File: src/rtl/regfile_op_sequencer.sv
// Purpose: multi-cycle controller plus execute stage for Rd = Rn op shift(Rm) on an external register file.
// Latency: accept at edge k, write/done high in the cycle after edge k+3, Rd updated at edge k+4.
// Backpressure: ready is high only in IDLE; start while busy is dropped, not queued.
module regfile_op_sequencer #(
  parameter int DATA_W = 16,
  parameter int ADDR_W = 3
) (
  input  logic              clk,
  input  logic              rst_n,
  input  logic              start,
  output logic              ready,
  input  logic [1:0]        op,
  input  logic [1:0]        shift,
  input  logic [ADDR_W-1:0] rn,
  input  logic [ADDR_W-1:0] rm,
  input  logic [ADDR_W-1:0] rd,
  output logic [ADDR_W-1:0] readnum,
  input  logic [DATA_W-1:0] rf_rdata,
  output logic [ADDR_W-1:0] writenum,
  output logic              write,
  output logic [DATA_W-1:0] wdata,
  output logic              done,
  output logic              z,
  output logic              n,
  output logic              v
);

  localparam int MSB = DATA_W - 1;

  typedef enum logic [2:0] {
    IDLE   = 3'd0,
    READ_A = 3'd1,
    READ_B = 3'd2,
    EXEC   = 3'd3,
    WRITE  = 3'd4
  } state_t;

  state_t              state;
  logic [1:0]          op_q;
  logic [1:0]          shift_q;
  logic [ADDR_W-1:0]   rm_q;
  logic [ADDR_W-1:0]   rd_q;
  logic [DATA_W-1:0]   a_q;
  logic [DATA_W-1:0]   b_q;
  logic [DATA_W-1:0]   c_q;
  logic [DATA_W-1:0]   b_sh;
  logic [DATA_W-1:0]   alu_res;
  logic                alu_v;

  assign ready = (state == IDLE);
  assign wdata = c_q;

  // Shifter on B followed by the ALU; overflow only meaningful for ADD/SUB.
  always_comb begin
    b_sh = b_q;
    case (shift_q)
      2'b01:   b_sh = {b_q[MSB-1:0], 1'b0};
      2'b10:   b_sh = {1'b0, b_q[MSB:1]};
      2'b11:   b_sh = {b_q[MSB], b_q[MSB:1]};
      default: b_sh = b_q;
    endcase
    alu_res = '0;
    alu_v   = 1'b0;
    case (op_q)
      2'b00: begin
        alu_res = a_q + b_sh;
        alu_v   = (a_q[MSB] == b_sh[MSB]) && (alu_res[MSB] != a_q[MSB]);
      end
      2'b01: begin
        alu_res = a_q - b_sh;
        alu_v   = (a_q[MSB] != b_sh[MSB]) && (alu_res[MSB] != a_q[MSB]);
      end
      2'b10:   alu_res = a_q & b_sh;
      default: alu_res = ~b_sh;
    endcase
  end

  // Sequencer: readnum is set one state early so rf_rdata is valid in READ_A/READ_B.
  always_ff @(posedge clk) begin
    if (!rst_n) begin
      state    <= IDLE;
      op_q     <= 2'b00;
      shift_q  <= 2'b00;
      rm_q     <= '0;
      rd_q     <= '0;
      a_q      <= '0;
      b_q      <= '0;
      c_q      <= '0;
      z        <= 1'b0;
      n        <= 1'b0;
      v        <= 1'b0;
      readnum  <= '0;
      writenum <= '0;
      write    <= 1'b0;
      done     <= 1'b0;
    end else begin
      case (state)
        IDLE: begin
          if (start) begin
            op_q    <= op;
            shift_q <= shift;
            rm_q    <= rm;
            rd_q    <= rd;
            readnum <= rn;
            state   <= READ_A;
          end
        end
        READ_A: begin
          a_q     <= rf_rdata;
          readnum <= rm_q;
          state   <= READ_B;
        end
        READ_B: begin
          b_q   <= rf_rdata;
          state <= EXEC;
        end
        EXEC: begin
          c_q      <= alu_res;
          z        <= (alu_res == '0);
          n        <= alu_res[MSB];
          v        <= alu_v;
          writenum <= rd_q;
          write    <= 1'b1;
          done     <= 1'b1;
          state    <= WRITE;
        end
        WRITE: begin
          write <= 1'b0;
          done  <= 1'b0;
          state <= IDLE;
        end
        default: state <= IDLE;
      endcase
    end
  end

endmodule

File: config.mk
export PLATFORM = sky130hd
export DESIGN_NAME = regfile_op_sequencer
export DESIGN_NICKNAME = d
export VERILOG_FILES = /design/src/rtl/regfile_op_sequencer.sv
export SDC_FILE = /design/constraint.sdc
export NUM_CORES = 1
export LEC_CHECK = 0
export ABC_AREA = 1
export CAP_MARGIN = 20
export CORE_MARGIN = 2
export CORE_UTILIZATION = 24
export CTS_BUF_LIST = sky130_fd_sc_hd__clkbuf_4
export DETAILED_ROUTE_END_ITERATION = 12
export DONT_BUFFER_PORTS = 1
export MAX_ROUTING_LAYER = met4
export PLACE_DENSITY_LB_ADDON = 0.25
export SYNTH_ARGS = -nofsm -noshare
export SYNTH_HDL_FRONTEND = slang
export SYNTH_SLANG_ARGS = --single-unit
export TNS_END_PERCENT = 10
File: constraint.sdc
create_clock -name clk -period 3.4 [get_ports clk]
set_clock_uncertainty 0.05 [all_clocks]
set_input_delay 0.85 -clock clk [delete_from_list [all_inputs] [get_ports clk]]
set_output_delay 0.85 -clock clk [all_outputs]
set_load 0.1 [all_outputs]
==> results of run 1 <==
-- power by group through the flow --
| stage | Combinational (mW) | Sequential, mW | Clock [mW] |
|---|---|---|---|
| 6_report | 1.42 | 1.02 | 0.685 |
| 5_1_grt | 1.60 | 1.03 | 0.737 |
| 3_5_place_dp | 1.40 | 1.04 | 0 |
| 2_1_floorplan | 1.09 | 1.01 | 0 |
| 4_1_cts | 1.41 | 1.02 | 0.706 |
| 3_3_place_gp | 1.41 | 1.04 | 0 |
-- path summary, 6_finish.rpt --
kind | endpoint | cells after the start
max | z | 19
min | rd_q[2] | 2
min reg2reg | rd_q[2] | 2
max reg2reg | z | 19
-- flip-flops by register name, indices dropped and copies added (netlist names) --
register	cells
n	1
z	1
shift_q	2
rm_q	3
wdata	15
v	1
a_q	16
done	1
op_q	2
readnum	3
state	3
b_q	16
writenum	3
rd_q	3
-- Yosys cell counts (all sizes together) --
cell type    n
o21bai       1
a21oi       60
clkinv       3
nor3         7
nand4       14
nand2      250
a31oi        3
a22oi        4
o221ai       1
buf         18
o31ai        1
o211ai       6
xor2         1
clkbuf      17
nand3       88
ha          37
or2          2
dfxtp       70
fa           2
inv        133
a21o         1
o21ai       74
nand3b       3
nor2        91
and2         7
-- cells in the final DEF (no fill, tap or decap), drive strengths merged --
master	instances
clkbuf	10
nand2	250
clkinvlp	1
ha	37
nand4	14
a21o	1
diode	1
dfxtp	70
clkinv	5
a31oi	3
buf	17
or2	2
fa	2
and2	7
o21ai	74
nand3b	3
o221ai	1
nand3	88
nor3	7
nor2	91
a21oi	60
a22oi	4
inv	133
o21bai	1
xor2	1
o31ai	1
bufinv	3
o211ai	6
-- area by class of cell --
type                       instances  area, um^2  share of cell area
sequential                        70        1410               0.234
tap                              285         357              0.0594
clock inverter                     6         110              0.0183
inverter                         136         513              0.0854
antenna                            1        2.50            0.000417
multi-input combinational        653        3420               0.569
clock buffer                      10        75.1              0.0125
timing repair buffer              17         128              0.0212
-- worst min-delay path, cell delays in order (launching register included) --
cell and delay (ns):
dfxtp_1 0.32, inv_1 0.06, a21oi_1 0.06
-- timing repair --
action / in CTS / in global routing
setup endpoints to repair: 0 / 2
gates resized for setup: 0 / 7
buffers inserted: 0 / 0
-- metrics by stage --
stage               cell area (um^2)  utilization  std cells
floorplan                       5520            -        894
global placement                5790        0.257       1161
global route                    6010        0.266       1178
finish                          6010        0.266       1178
detailed placement              5790        0.257       1161
CTS                             5980        0.265       1177
-- cells by family (layout without fill, tap and decap cells) --
| family | after synthesis | count (layout) | share of synthesized area |
|---|---|---|---|
| other | 0 | 1 | 0 |
| adders and majority gates | 39 | 39 | 0.0912 |
| AOI/OAI and AO/OA | 151 | 151 | 0.148 |
| and+or+nand+nor | 462 | 462 | 0.373 |
| DFF | 70 | 70 | 0.254 |
| buffers and inverters | 171 | 169 | 0.132 |
| xor gates and xnor gates | 1 | 1 | 0.00159 |
-- layer usage --
layer | global-route usage | wire (um) | vias to the layer above | part of all wire
met4 | 0.0332 | 164 | 0 | 0.0092
met1 | 0.200 | 8600 | 2543 | 0.48
li1 | - | - | 2828 | -
met5 | - | 0 | - | 0
met2 | 0.245 | 8180 | 145 | 0.46
met3 | 0.0206 | 868 | 10 | 0.049
==> flow_metrics.py, run 1 <==
metrics = {
    "timing": {
        "timing.hold.ws_ns": 0.423,
        "worst_pin_slew_ns": 1.02,
        "slew_headroom": 0.318,
        "finalCritPeriodShare": 0.918,
        "worst_slack_ns": 0.278,
        "period_needed_ns": 3.12,
        "finalSetupViolCount": 0,
        "finalSetupTns_ns": 0,
        "slew_viol_final": 0,
        "rsz0062_at_grt": "no",
        "max_freq_ghz": 0.320,
        "hold_violations": 0,
    },
    "synthesis": {
        "yosys.area.top_type": "dfxtp_1",
        "syn_area_um2": 5520,
        "synthCells": 894,
        "syn-mean-instance-area_um2": 6.17,
        "seq_area_frac_synth": 0.254,
        "synthTopCellsByArea": "dfxtp_1 (25%), nand2_1 (16%), ha_1 (8.4%)",
        "synth.top_cell.area_share": 0.254,
        "yosys_register_bits": 70,
        "ys_types": 39,
        "yosysWarnings": 0,
        "mappedNetlistNets": 965,
    },
    "pwr": {
        "p_leak_nw": 2.87,
        "p_total_mw": 3.13,
        "combPwrFrac": 0.455,
        "pwr-share-seq": 0.327,
        "sw_frac_of_total": 0.448,
        "internal-power_mw": 1.73,
        "ir_worst_vdd_mv": 0.300,
        "switching_power_mw": 1.40,
        "power_density_nw_per_um2": 521,
        "power.share.clock": 0.219,
    },
    "global_routing": {
        "track_usage": 0.151,
        "grt_pass1_wl_um": 27800,
        "overflow": 0,
        "grt_max_degree": 59,
        "grt_pass1_vias": 5148,
        "antenna_found_initial": 1,
    },
    "layout": {
        "area_delta_synth_final_pct": 8.89,
        "drive_gt1_frac": 0.110,
        "nNetsFinal": 958,
        "fillers": 2586,
    },
    "worst_setup_path": {
        "crit_path_cell_trace": "inv_1 -> nor2_2 -> buf_4 -> nand2_1 -> and2_1 -> ha_1 -> nand2_1 -> nor2_1 -> and2_1 -> nand2_1 -> nand2_1 -> nand2_1 -> nand3_1 -> nand3_1 -> nand2_1 -> nand2_1 -> nor2_1 -> nand2_1 -> a21oi_2",
        "path_buf_inv": 2,
        "crit_type": "flop to flop",
        "cp_slowest_cell": "ha_1",
        "end_kind": "flop",
        "timing.rr.start": "shift_q[0]",
        "arrival_ns": 3.42,
        "startpoint": "shift_q[0]",
        "r2r_slack_ns": 0.28,
        "crit_top_cell": "nand2_1",
        "cp.required_ns": 3.70,
        "critical_path.top_delay_family": "simple AND/OR/NAND/NOR gates",
        "slowest_delay_ns": 0.50,
        "critical_path.max_fanout": 12,
        "start_kind": "flop",
    },
    "clock_network": {
        "htreeDepth": 3,
        "clk_pin_slew_ns": 0.11,
        "hold_buffers": 0,
        "cts_buffers": 9,
        "clock_sinks": 70,
        "cts_root_buffer": "clkbuf_4",
        "worstSkewPairLatency_ns": 0.42,
        "ctsLongestPathBuffers": 2,
        "cts_tree": "yes",
    },
    "detailed_routing": {
        "postRouteAntennaNets": 0,
        "drt-pass1-iter-count": 5,
        "drc": 0,
        "wire_per_inst_um": 15.1,
        "drt-initial-drc-count": 326,
        "num_vias": 5526,
        "routed_wl_um": 17800,
        "viasPerCell": 4.69,
    },
    "die": {
        "dieWidth_um": 156,
        "die_h_um": 156,
        "io-pin-count": 60,
        "die_area_um2": 24200,
        "start_util": 0.244,
        "coreArea_um2": 22600,
        "row_count": 55,
    },
    "min_path": {
        "hold_path.class": "flop to flop",
        "worstHoldStart": "rd_q[2]",
    },
    "place": {
        "io_buffers": 0,
        "dp_hpwl_um": 14000,
        "place_congestion": 0.868,
        "pre_cts_ws_ns": 0.228,
    },
    "outcome": {
        "status": "completed",
    },
    "flow_run": {
        "drv_cap": 0,
    },
}
Note: power is estimated with default switching activity, not from simulation.
==> run 2: changes to the inputs <==
--- a/config.mk
+++ b/config.mk
@@ -7,13 +7,13 @@
 export LEC_CHECK = 0
 export ABC_AREA = 1
 export CAP_MARGIN = 20
-export CORE_MARGIN = 2
 export CORE_UTILIZATION = 24
 export CTS_BUF_LIST = sky130_fd_sc_hd__clkbuf_4
 export DETAILED_ROUTE_END_ITERATION = 12
 export DONT_BUFFER_PORTS = 1
 export MAX_ROUTING_LAYER = met4
 export PLACE_DENSITY_LB_ADDON = 0.25
+export RECOVER_POWER = 25
 export SYNTH_ARGS = -nofsm -noshare
 export SYNTH_HDL_FRONTEND = slang
 export SYNTH_SLANG_ARGS = --single-unit
==> run 2 against run 1 <==
Effect of this change: global-route usage rose by 0.31 points; die area fell by 2.6%; final area fell by 1.4%; fmax fell by 0.52%; count of clock-buffer cells in the layout fell by 1; critical path depth did not move; via count fell by 1.0%; combinational power barely moved; register-to-register slack got worse by 0.02 ns; sequential share of layout area rose by 0.31 points; sequential power barely moved; sequential cell count did not move; critical path type unchanged; highest routed layer unchanged.
==> flow_metrics.py, run 2 (synthesis results as in run 1) <==
metrics = {
    "layout": {
        "drive_gt1_frac": 0.101,
        "final_common_cell": "nand2_1",
        "area_delta_synth_final_pct": 7.40,
        "nNetsFinal": 958,
        "layout_common_cells": "nand2_1 (230), inv_1 (120), nand3_1 (87), nor2_1 (79), o21ai_0 (72)",
    },
    "detailed_routing": {
        "drc": 0,
        "viasPerCell": 4.64,
        "drt-pass1-iter-count": 6,
        "wire_per_inst_um": 14.7,
        "drt-initial-drc-count": 366,
        "num_vias": 5471,
        "routed_wl_um": 17300,
        "postRouteAntennaNets": 0,
    },
    "clock_network": {
        "htreeDepth": 3,
        "hold_buffers": 0,
        "worstSkewPairLatency_ns": 0.42,
        "postCtsSetupRepairBufs": 0,
        "ctsLongestPathBuffers": 2,
        "clk_pin_slew_ns": 0.12,
        "cts_root_buffer": "clkbuf_4",
        "cts_buffers": 9,
        "clock_sinks": 70,
        "cts_resized": 0,
        "cts_tree": "yes",
    },
    "die": {
        "start_util": 0.244,
        "coreArea_um2": 22600,
        "row_count": 55,
        "die_area_um2": 23600,
        "die_h_um": 154,
        "dieWidth_um": 154,
        "io-pin-count": 60,
    },
    "global_routing": {
        "track_usage": 0.154,
        "grt_pass1_wl_um": 27700,
        "overflow": 0,
        "antenna_found_initial": 1,
        "grt_pass1_vias": 5249,
        "grt_max_degree": 59,
    },
    "pwr": {
        "sw_frac_of_total": 0.475,
        "p_leak_nw": 2.83,
        "ir_worst_vdd_mv": 0.267,
        "switching_power_mw": 1.40,
        "power_density_nw_per_um2": 499,
        "p_total_mw": 2.95,
        "internal-power_mw": 1.55,
        "combPwrFrac": 0.476,
        "pwr-share-seq": 0.345,
        "power.share.clock": 0.179,
    },
    "flow_run": {
        "drv_cap": 0,
    },
    "outcome": {
        "status": "completed",
    },
    "worst_setup_path": {
        "cp.required_ns": 3.70,
        "crit_type": "flop to flop",
        "start_kind": "flop",
        "end_kind": "flop",
        "critical_path.max_fanout": 9,
        "arrival_ns": 3.44,
    },
    "timing": {
        "slew_headroom": 0.207,
        "max_freq_ghz": 0.319,
        "worst_pin_slew_ns": 1.19,
        "slew_viol_final": 0,
        "finalSetupViolCount": 0,
        "finalCritPeriodShare": 0.923,
        "finalSetupTns_ns": 0,
        "period_needed_ns": 3.14,
        "hold_violations": 0,
        "rsz0062_at_grt": "no",
    },
    "place": {
        "dp_hpwl_um": 13800,
        "io_buffers": 0,
        "place_congestion": 0.879,
    },
    "min_path": {
        "hold_path.class": "flop to flop",
    },
}
==> run 2: cell count changes in the layout (fill, tap and decap cells not counted), moves of 2 or more <==
cell,previous run,this run
buf_4,17,14
bufinv_16,3,1
clkbuf_1,0,3
clkinv_2,0,3
==> run 2: through the flow <==
| step | setup WS (ns) | std cells | instance area [um^2] | hold WS, ns | utilization |
|---|---|---|---|---|---|
| after detailed placement | 0.193 | 1161 | 5790 | 0.394 | 0.257 |
| final | 0.262 | 1178 | 5920 | 0.408 | 0.262 |
| after global routing | 0.00338 | 1178 | 5920 | 0.430 | 0.262 |
| after floorplan | 0.538 | 894 | 5520 | 0.380 | - |
| after CTS | 0.173 | 1177 | 5920 | 0.413 | 0.262 |
| after global placement | 0.210 | 1161 | 5790 | 0.397 | 0.257 |
==> run 2: final timing paths <==
path	cells past startpoint	endpoint	startpoint	slack (ns)
setup reg to reg	19	z	shift_q[0]	0.26
setup / recovery	19	z	shift_q[0]	0.26
hold reg to reg	2	rd_q[2]	rd_q[2]	0.41
hold / removal	2	rd_q[2]	rd_q[2]	0.41
==> run 2: routing by layer <==
metal / global-route usage / share of wire / vias to the layer above / wire [um]
met5: - / 0 / - / 0
met4: 0.0395 / 0.016 / 0 / 269
met3: 0.0259 / 0.046 / 23 / 799
met2: 0.246 / 0.45 / 126 / 7800
met1: 0.200 / 0.49 / 2484 / 8480
li1: - / - / 2838 / -
==> run 2: critical path, cell delays in order (launching register included) <==
cell,delay [ns]
dfxtp_1,0.34
nor2_2,0.33
buf_4,0.22
a22oi_1,0.07
and2_1,0.17
ha_1,0.51
nand2_1,0.14
inv_1,0.10
nand3_1,0.11
nor3_1,0.15
nand2_1,0.13
nand2_1,0.09
nand2_1,0.05
nand3_1,0.06
nand3_1,0.13
nand2_1,0.12
nand2_1,0.06
nor2_1,0.08
nand2_1,0.07
a21oi_2,0.10
==> run 2: power by group through the flow <==
| stage | Clock, mW | Combinational [mW] | Sequential, mW |
|---|---|---|---|
| after floorplan | 0 | 1.09 | 1.01 |
| after global placement | 0 | 1.39 | 1.04 |
| after detailed placement | 0 | 1.39 | 1.04 |
| after CTS | 0.548 | 1.39 | 1.02 |
| after global routing | 0.575 | 1.58 | 1.03 |
| final | 0.529 | 1.40 | 1.02 |
==> run 2: final cells by class <==
cell class / instances / area, um^2
Fill cell: 2602 / 16600
Multi-Input combinational cell: 653 / 3400
Sequential cell: 70 / 1400
Inverter: 136 / 513
Tap cell: 285 / 357
Timing Repair Buffer: 17 / 116
Clock buffer: 9 / 67.6
Clock inverter: 7 / 65.1
Antenna cell: 1 / 2.50
